**config.mk**
```make
export PLATFORM = sky130hd
export DESIGN_NAME = uart_tx_sched_flat
export DESIGN_NICKNAME = d
export VERILOG_FILES = /design/src/rtl/uart_tx_sched_if.sv /design/src/rtl/uart_tx_sched.sv /design/src/flat_wrapper.sv
export SDC_FILE = /design/constraint.sdc
export NUM_CORES = 1
export LEC_CHECK = 0
export ABC_AREA = 1
export CAP_MARGIN = 0
export CORE_UTILIZATION = 48
export CTS_CLUSTER_DIAMETER = 80
export DETAILED_ROUTE_END_ITERATION = 12
export GPL_TIMING_DRIVEN = 0
export PLACE_DENSITY = 0.78
export SLEW_MARGIN = 20
export SYNTH_ARGS = -nofsm -noshare
export SYNTH_HDL_FRONTEND = slang
export SYNTH_SLANG_ARGS = --single-unit
```
**constraint.sdc**
```tcl
create_clock -name clk -period 1.96 [get_ports clk]
set_input_delay 0.196 -clock clk [delete_from_list [all_inputs] [get_ports clk]]
set_output_delay 0.196 -clock clk [all_outputs]
set_load 0.02 [all_outputs]
```
**src/rtl/uart_tx_sched_if.sv**
```systemverilog
// Requester/link bundle for uart_tx_sched.
// master: packet producers plus link observer; slave: the scheduler itself.
interface uart_tx_sched_if #(
  parameter int packetSize = 4,
  parameter int numReq     = 3
);
  localparam int IDX_W = $clog2(numReq);

  logic [numReq-1:0]            req;
  logic [numReq*packetSize-1:0] dataIn;
  logic [numReq-1:0]            ack;
  logic [IDX_W-1:0]             grantIdx;
  logic                         busy;
  logic                         done;
  logic                         recSig;
  logic                         bsOut;

  modport master (
    output req, dataIn,
    input  ack, grantIdx, busy, done, recSig, bsOut
  );

  modport slave (
    input  req, dataIn,
    output ack, grantIdx, busy, done, recSig, bsOut
  );
endinterface

```
**src/rtl/uart_tx_sched.sv**
```systemverilog
// uart_tx_sched: round-robin scheduler sharing one serial UART link.
// Sequence per packet: SIG (recSig, 1 period), LEAD (3 periods of 0),
// DATA (MSB first), optional PAR, GAP (1 period of 0), then IDLE with done.
// Optional feature macro: UART_SCHED_PARITY_EN adds an even-parity bit
// period after DATA.
module uart_tx_sched #(
  parameter int packetSize = 4,
  parameter int cycleDiv   = 100,
  parameter int numReq     = 3
) (
  input logic             clk,
  input logic             rstN,
  uart_tx_sched_if.slave  bus
);
  localparam int IDX_W = $clog2(numReq);
  localparam int TW    = $clog2(cycleDiv);
  localparam int BW    = $clog2(packetSize + 4);

`ifdef UART_SCHED_PARITY_EN
  typedef enum logic [2:0] {
    IDLE = 3'd0, SIG = 3'd1, LEAD = 3'd2, DATA = 3'd3, PAR = 3'd4, GAP = 3'd5
  } state_t;

  function automatic logic even_parity(input logic [packetSize-1:0] d);
    return ^d;
  endfunction
`else
  typedef enum logic [2:0] {
    IDLE = 3'd0, SIG = 3'd1, LEAD = 3'd2, DATA = 3'd3, GAP = 3'd5
  } state_t;
`endif

  state_t                  state_q;
  logic [IDX_W-1:0]        ptr_q;
  logic [IDX_W-1:0]        grant_q;
  logic [packetSize-1:0]   sh_q;
  logic [TW-1:0]           tick_q;
  logic [BW-1:0]           bit_q;
  logic [numReq-1:0]       ack_q;
  logic                    busy_q;
  logic                    done_q;
  logic                    rec_q;
  logic                    bs_q;
`ifdef UART_SCHED_PARITY_EN
  logic                    par_q;
`endif

  logic                    win_found_s;
  logic [IDX_W-1:0]        win_idx_s;
  logic [IDX_W:0]          cand_s;
  logic [numReq-1:0]       ack_hot_s;
  logic [packetSize-1:0]   slice_s;
  logic [packetSize-1:0]   sh_next_s;
  logic                    tick_end_s;

  assign tick_end_s = (tick_q == TW'(cycleDiv - 1));
  assign sh_next_s  = sh_q << 1'b1;

  // Round-robin search: first set request starting at ptr+1, wrapping.
  always_comb begin
    win_found_s = 1'b0;
    win_idx_s   = '0;
    cand_s      = '0;
    for (int k = 1; k <= numReq; k++) begin
      cand_s = {1'b0, ptr_q} + (IDX_W+1)'(k);
      if (cand_s >= (IDX_W+1)'(numReq)) begin
        cand_s = cand_s - (IDX_W+1)'(numReq);
      end else begin
        cand_s = cand_s;
      end
      if (!win_found_s && bus.req[cand_s[IDX_W-1:0]]) begin
        win_found_s = 1'b1;
        win_idx_s   = cand_s[IDX_W-1:0];
      end else begin
        win_found_s = win_found_s;
      end
    end
  end

  // Select the winner's packet slice and build its one-hot ack.
  always_comb begin
    slice_s   = '0;
    ack_hot_s = '0;
    for (int i = 0; i < numReq; i++) begin
      if (win_idx_s == IDX_W'(i)) begin
        slice_s      = bus.dataIn[i*packetSize +: packetSize];
        ack_hot_s[i] = 1'b1;
      end else begin
        ack_hot_s[i] = 1'b0;
      end
    end
  end

  // Link FSM: arbitration, bit-period timing and registered outputs.
  always_ff @(posedge clk or negedge rstN) begin
    if (!rstN) begin
      state_q <= IDLE;
      ptr_q   <= IDX_W'(numReq - 1);
      grant_q <= '0;
      sh_q    <= '0;
      tick_q  <= '0;
      bit_q   <= '0;
      ack_q   <= '0;
      busy_q  <= 1'b0;
      done_q  <= 1'b0;
      rec_q   <= 1'b0;
      bs_q    <= 1'b0;
`ifdef UART_SCHED_PARITY_EN
      par_q   <= 1'b0;
`endif
    end else begin
      ack_q  <= '0;
      done_q <= 1'b0;
      case (state_q)
        IDLE: begin
          if (win_found_s) begin
            ack_q   <= ack_hot_s;
            sh_q    <= slice_s;
            grant_q <= win_idx_s;
            ptr_q   <= win_idx_s;
            tick_q  <= '0;
            bit_q   <= '0;
            busy_q  <= 1'b1;
            rec_q   <= 1'b1;
            bs_q    <= 1'b0;
`ifdef UART_SCHED_PARITY_EN
            par_q   <= even_parity(slice_s);
`endif
            state_q <= SIG;
          end
        end
        SIG: begin
          if (tick_end_s) begin
            tick_q  <= '0;
            rec_q   <= 1'b0;
            bit_q   <= '0;
            state_q <= LEAD;
          end else begin
            tick_q <= tick_q + TW'(1);
          end
        end
        LEAD: begin
          if (tick_end_s) begin
            tick_q <= '0;
            if (bit_q == BW'(2)) begin
              bit_q   <= '0;
              bs_q    <= sh_q[packetSize-1];
              state_q <= DATA;
            end else begin
              bit_q <= bit_q + BW'(1);
            end
          end else begin
            tick_q <= tick_q + TW'(1);
          end
        end
        DATA: begin
          if (tick_end_s) begin
            tick_q <= '0;
            sh_q   <= sh_next_s;
            bit_q  <= bit_q + BW'(1);
            if (bit_q == BW'(packetSize - 1)) begin
`ifdef UART_SCHED_PARITY_EN
              bs_q    <= par_q;
              state_q <= PAR;
`else
              bs_q    <= 1'b0;
              state_q <= GAP;
`endif
            end else begin
              bs_q <= sh_next_s[packetSize-1];
            end
          end else begin
            tick_q <= tick_q + TW'(1);
          end
        end
`ifdef UART_SCHED_PARITY_EN
        PAR: begin
          if (tick_end_s) begin
            tick_q  <= '0;
            bs_q    <= 1'b0;
            state_q <= GAP;
          end else begin
            tick_q <= tick_q + TW'(1);
          end
        end
`endif
        GAP: begin
          if (tick_end_s) begin
            tick_q  <= '0;
            busy_q  <= 1'b0;
            done_q  <= 1'b1;
            state_q <= IDLE;
          end else begin
            tick_q <= tick_q + TW'(1);
          end
        end
        default: begin
          state_q <= IDLE;
          tick_q  <= '0;
          busy_q  <= 1'b0;
          rec_q   <= 1'b0;
          bs_q    <= 1'b0;
        end
      endcase
    end
  end

  assign bus.ack      = ack_q;
  assign bus.grantIdx = grant_q;
  assign bus.busy     = busy_q;
  assign bus.done     = done_q;
  assign bus.recSig   = rec_q;
  assign bus.bsOut    = bs_q;
endmodule

```
**src/flat_wrapper.sv**
```systemverilog
// flat-port wrapper written by rule: the top's interface ports become plain ports
module uart_tx_sched_flat 
#(
  parameter int packetSize = 4,
  parameter int cycleDiv   = 100,
  parameter int numReq     = 3
)
  (clk, rstN, bus_req, bus_dataIn, bus_ack, bus_grantIdx, bus_busy, bus_done, bus_recSig, bus_bsOut);
  uart_tx_sched_if #(.packetSize(packetSize), .numReq(numReq)) bus_i ();
  input logic clk;
  input logic rstN;
  input wire logic [$bits(bus_i.req)-1:0] bus_req;
  input wire logic [$bits(bus_i.dataIn)-1:0] bus_dataIn;
  output wire logic [$bits(bus_i.ack)-1:0] bus_ack;
  output wire logic [$bits(bus_i.grantIdx)-1:0] bus_grantIdx;
  output wire logic [$bits(bus_i.busy)-1:0] bus_busy;
  output wire logic [$bits(bus_i.done)-1:0] bus_done;
  output wire logic [$bits(bus_i.recSig)-1:0] bus_recSig;
  output wire logic [$bits(bus_i.bsOut)-1:0] bus_bsOut;
  assign bus_i.req = bus_req;
  assign bus_i.dataIn = bus_dataIn;
  assign bus_ack = bus_i.ack;
  assign bus_grantIdx = bus_i.grantIdx;
  assign bus_busy = bus_i.busy;
  assign bus_done = bus_i.done;
  assign bus_recSig = bus_i.recSig;
  assign bus_bsOut = bus_i.bsOut;
  uart_tx_sched #(.packetSize(packetSize), .cycleDiv(cycleDiv), .numReq(numReq)) u_core (.clk(clk), .rstN(rstN), .bus(bus_i));
endmodule
```
==> results of run 1 <==
==> how the worst min path moves through the flow <==
| stage | from | endpoint | slack, ns | cells past startpoint |
|---|---|---|---|---|
| after floorplan | rstN | u_core.bit_q[0] | -0.1 | 0 |
| after global placement | u_core.bus.grantIdx[1] | u_core.bus.grantIdx[1] | 0.46 | 2 |
| after detailed placement | rstN | u_core.tick_q[4] | 0.23 | 1 |
| after CTS | rstN | u_core.tick_q[4] | 0.39 | 2 |
| after global routing | rstN | u_core.tick_q[4] | 0.43 | 2 |
| final | rstN | u_core.tick_q[4] | 0.37 | 2 |
==> per-stage QoR <==
stage	setup WS, ns	TNS (ns)
6_report	-0.0767	-0.598
5_1_grt	-0.191	-3.07
4_1_cts	-0.0592	-0.420
3_5_place_dp	-0.226	-3.41
3_3_place_gp	-0.235	-3.66
2_1_floorplan	0.0315	0
==> power by group through the flow <==
stage | Combinational, mW | Clock [mW] | Sequential [mW]
finish | 3.01 | 0.253 | 0.915
global route | 3.30 | 0.278 | 0.939
floorplan | 1.70 | 0 | 0.971
CTS | 2.67 | 0.258 | 0.918
detailed placement | 2.29 | 0 | 0.924
global placement | 2.25 | 0 | 0.919
==> sequential cells by signal, summed over array words and instances, names as in the netlist <==
name / cells
u_core.bit_q: 3
u_core.bus.ack: 3
u_core.bus.bsOut: 1
u_core.bus.busy: 1
u_core.bus.done: 1
u_core.bus.grantIdx: 2
u_core.bus.recSig: 1
u_core.ptr_q: 1
u_core.sh_q: 4
u_core.state_q: 3
u_core.tick_q: 7
==> per-layer routing <==
layer | share of wire (%) | vias up | track usage (%)
met2 | 51 | 27 | 37.0
met3 | 3.1 | 2 | 4.62
li1 | - | 791 | -
met1 | 46 | 737 | 29.6
met5 | 0 | - | 0
met4 | 0.42 | 0 | 3.81
==> final cells by class <==
class,instances,share of cell area [%]
inverters,32,5.82
multi-input cells,159,45.4
clock inverters,1,0.330
repair buffers,36,14.8
plain buffers,1,0.330
clock buffers,3,0.989
well taps,46,2.53
flip-flops and latches,27,29.8
==> logic make-up (layout without fill, tap and decap cells) <==
kind of cell,count (synthesis),count (layout)
AO/OA/AOI/OAI,32,32
adder cells (fa/ha/maj),7,7
buffers and inverters,33,73
flip-flops,27,27
AND/OR/NAND/NOR,120,120
==> cells in the final DEF (no fill, tap or decap), types with 2 or more instances in the layout <==
master,instances
buf_4,9
inv_2,9
clkbuf_4,3
nor3_2,3
nand2_4,6
nand2_1,42
nor2_1,19
nor3_1,5
a21oi_2,2
a21oi_1,10
nor2_2,4
nand3_1,14
o21ai_0,5
nand3_2,5
nand4_4,2
o21ai_2,4
clkdlybuf4s50_1,24
nand2_2,12
o21ai_1,7
inv_1,20
buf_6,2
ha_1,5
dfrtp_1,25
nor2_4,2
nand3_4,2
==> repair_timing <==
action,CTS,global route
resized for setup,23,21
hold endpoints to repair,26,0
pin swaps,12,12
endpoints found under the setup margin,25,26
buffers inserted,7,3
hold buffers,1,0
==> critical path, stage by stage (launching register included) <==
cell	delay, ns
dfstp_2	0.57
inv_2	0.05
ha_4	0.32
nand2_2	0.11
nand3_2	0.11
nand3_4	0.09
nand4_4	0.16
clkinv_4	0.12
nor2_4	0.20
inv_2	0.09
nand2_1	0.06
nand2_1	0.04
==> out/qor.csv, run 1 <==
metric;value;unit
initial antenna violation count;0;
Final Hold Viols;0;
status;complete, but fails checks;
share of layout cells above drive strength 1;30.1;%
Synth area leaders;dfrtp_1, nand2_1, ha_1;
syn avg cell area;7.76;um^2
fin crit share;104;%
XOR/XNOR Fraction of Synth Area;0;%
initial DRC count;54;
area of the multi-input gates;1030;um^2
slack of the worst reg-to-reg path;-0.08;ns
f_max;491;MHz
1st-pass router iterations;4;
Worst Setup Path Type;flop to flop;
GR Overflow Total;0;
worst r2r dst;u_core.bus.grantIdx[1];
fin nets;284;
Switching Share;50.9;%
Final Setup Violations;19;
fin cells;305;
Worst Hold Class;primary input to asynchronous set/reset pin;
remaining antenna violation count;0;
Clock Latency Late Sink;0.34;ns
Chip Width;61.5;um
reg2reg start;u_core.ptr_q[1];
Least-Margin Pin Slew;0.589;ns
Die ar.;3780;um^2
fill count;280;
total CTS buffers;3;
site row count;21;
final RePlAce weighted congestion;0.832;
CP Data Arrival Time;2.29;ns
vias;1557;
fin crit period;2.04;ns
part of the power in the clock network;6.1;%
Post-synth ARST share;100;%
placed cell area;2000;um^2
Mapped Nets;243;
Slew Limit Fails;0;
dpl cells;290;
vias in the first global route;1416;
Synth Area in Compound Gates;10.5;%
top post-synthesis cells by count;nand2_1, dfrtp_1, inv_1;
Worst Path Required;2.21;ns
Ant. Diodes;0;
Synth Area in Simple Gates;36.8;%
Top-Level Pins;26;
RSZ-0062 raised after global routing;true;
TritonCTS Sinks;27;
Yosys cell types;31;
Worst setup SP type;flop;
Peak VDD IR;1130;uV
H-tree Lvls;1;
Total GRT Usage;22.0;%
most common cell in the netlist;nand2_1;
Overall Power;4.17;mW
largest net degree at the start of global routing;28;
dpl hpwl;2.59;mm
mux contribution to synthesized area;0;%
Root Driver;clkbuf_4;
post-route design area;2280;um^2
Synth-to-Final Area Change;34.0;%
failing checks;setup timing;
CP endpoint kind;flop;
combinational power share;72.0;%
Psw;2.12;mW
Finished Core Util;67.7;%
Rel. slew slack;60.7;%
sequential fraction of the synthesis area;39.8;%
worst-path maximum fanout;8;
Yosys top cell by area;dfrtp_1;
worst-case clock buffer depth;2;
Synth Area in Adders;5.15;%
Die Y-Extent;61.5;um
Reg clk slew, reported paths;0.15;ns
Synth top area share;38.3;%
Post-synth EDFFs;0;
pwr/cell area;1830;nW/um^2
Wirelength per Cell;12.5;um
ys flop type;dfrtp_1;
port bufs;25;
leak pwr;1.05;nW
largest family of logic cells by synthesized area;simple AND/OR/NAND/NOR gates;
Syn Inst Count;219;
Reg area;678;um^2
PnR worst setup slack;-0.0767;ns
crit path capture;u_core.bus.grantIdx[1];
Max-Cap Viols;0;
worst clock skew;0.00560;ns
DRC;0;
Flop pwr share;21.9;%
TritonCTS clock tree;built;
core area;3360;um^2
global-route wire length before repair;6.16;mm
Synth Cell Area;1700;um^2
DRT Wirelength;3.81;mm
initial core utilization;50.5;%
Cell Int Power;2.05;mW
Reg2Reg Depth;11;
WHS;0.367;ns
Synthesis Warnings;0;
CP startpoint;u_core.ptr_q[1];
FF+latch count, synth;27;
vias per std cell;5.10;
Power figures use the tool's default switching activity.
==> inputs of run 2 (changes only) <==
SKIP_CTS_REPAIR_TIMING = 1   (was unset)
==> out/qor.csv, run 2 (synthesis gave the netlist of run 1 again) <==
metric;value;unit
Chip Width;61.5;um
global-route wire length before repair;5.53;mm
final RePlAce weighted congestion;0.832;
M3 GR Usage;4.62;%
leak pwr;1.03;nW
TritonCTS clock tree;built;
Worst Hold Class;primary input to asynchronous set/reset pin;
total CTS buffers;3;
vias per std cell;5.07;
WHS;0.367;ns
Total GRT Usage;19.7;%
core area;3360;um^2
most frequent CP cell;nand2_4;
Final Setup Violations;20;
Synth-to-Final Area Change;31.4;%
1st-pass router iterations;4;
vias;1531;
area of the multi-input gates;1010;um^2
initial DRC count;60;
Die ar.;3780;um^2
vias in the first global route;1322;
f_max;479;MHz
most common cell after layout, fill and taps aside;nand2_1;
post-route design area;2230;um^2
H-tree Lvls;1;
worst-case clock buffer depth;2;
GR Overflow Total;0;
dpl hpwl;2.59;mm
worst-path maximum fanout;7;
Largest Register;u_core.tick_q;
Finished Core Util;66.4;%
Worst Path Buf+Inv;3;
Top-Level Pins;26;
initial antenna violation count;0;
met1 Usage GRT;26.5;%
Least-Margin Pin Slew;0.593;ns
Largest regs;u_core.tick_q x7, u_core.sh_q x4;
DRC;0;
PnR worst setup slack;-0.129;ns
RSZ-0062 raised after global routing;true;
pwr/cell area;1830;nW/um^2
site row count;21;
share of layout cells above drive strength 1;27.3;%
fin crit period;2.09;ns
Reg area;678;um^2
placed cell area;2000;um^2
fin nets;281;
Slew Limit Fails;0;
initial core utilization;50.5;%
met2 usage;33.2;%
status;complete, but fails checks;
Max-Cap Viols;0;
Worst setup SP type;flop;
Final Hold Viols;0;
most frequent cells in the layout;nand2_1, dfrtp_1, clkdlybuf4s50_1;
Peak VDD IR;1130;uV
CP Data Arrival Time;2.33;ns
remaining antenna violation count;0;
largest net degree at the start of global routing;28;
Worst Path Required;2.20;ns
Reg clk slew, reported paths;0.16;ns
critical-path cell list;inv_2 > ha_4 > inv_6 > nand2_4 > nand3_4 > nand2_4 > nand2_4 > nor2_4 > nand2_2 > nand2_4 > inv_4 > nand3_2 > nand3_2 > nand2_1 > nand2_1;
max FFs per register;7;
fin crit share;107;%
CP max-delay cell;dfstp_2;
Worst Setup Path Type;flop to flop;
Rel. slew slack;60.5;%
worst clock skew;0.00877;ns
port bufs;25;
fill count;284;
TritonCTS Sinks;27;
Die Y-Extent;61.5;um
Wirelength per Cell;12.6;um
DRT Wirelength;3.82;mm
Setup TNS;-1.37;ns
CP endpoint kind;flop;
pre-CTS setup slack;-0.226;ns
Clock Latency Late Sink;0.34;ns
CP peak stage delay;0.57;ns
failing checks;setup timing;
Root Driver;clkbuf_4;
Ant. Diodes;0;
GR peak layer;met2;
Crit path max-delay family;simple AND/OR/NAND/NOR gates;
run 2: report_power, final:
group / switching, mW / internal [mW] / total (mW)
Sequential: 0.138 / 0.771 / 0.910
Clock: 0.176 / 0.0783 / 0.254
Combinational: 1.77 / 1.15 / 2.92
run 2: cell type report:
| class | instances | area share [%] |
|---|---|---|
| clock buffer | 3 | 1.01 |
| clock inverter | 1 | 0.336 |
| inverter | 32 | 5.94 |
| sequential | 27 | 30.4 |
| multi-input combinational | 159 | 45.5 |
| buffer | 1 | 0.336 |
| tap | 46 | 2.58 |
| timing repair buffer | 33 | 14.0 |
run 2: worst register-to-register path: cells and delay by family (launching register included):
family,cells,cell delay [ns]
buf+inv,3,0.18
simple gates,11,0.93
fa+ha+maj,1,0.32
flops,1,0.57
run 2: worst paths after layout:
check                                 from                     end  slack, ns  depth (start not counted)
max in group asynchronous             rstN  u_core.bus.grantIdx[0]       1.18                          2
max reg2reg                u_core.ptr_q[1]          u_core.sh_q[1]      -0.13                         15
min                                   rstN        u_core.tick_q[4]       0.37                          2
max                        u_core.ptr_q[1]          u_core.sh_q[1]      -0.13                         15
min reg2reg                 u_core.sh_q[2]          u_core.sh_q[2]       0.50                          2
min in group clk             bus_dataIn[0]          u_core.sh_q[0]       0.50                          5
run 2: metrics by stage:
step	std cells	total power, mW
6_report	302	4.09
4_1_cts	294	3.47
3_5_place_dp	290	3.22
2_1_floorplan	219	2.68
3_3_place_gp	290	3.17
5_1_grt	302	4.41
run 2: routing by layer:
layer  routed length [um]  share of wire (%)
met1                 1700                 45
met3                  140                3.7
met4                   15               0.39
met5                    0                  0
met2                 1960                 51
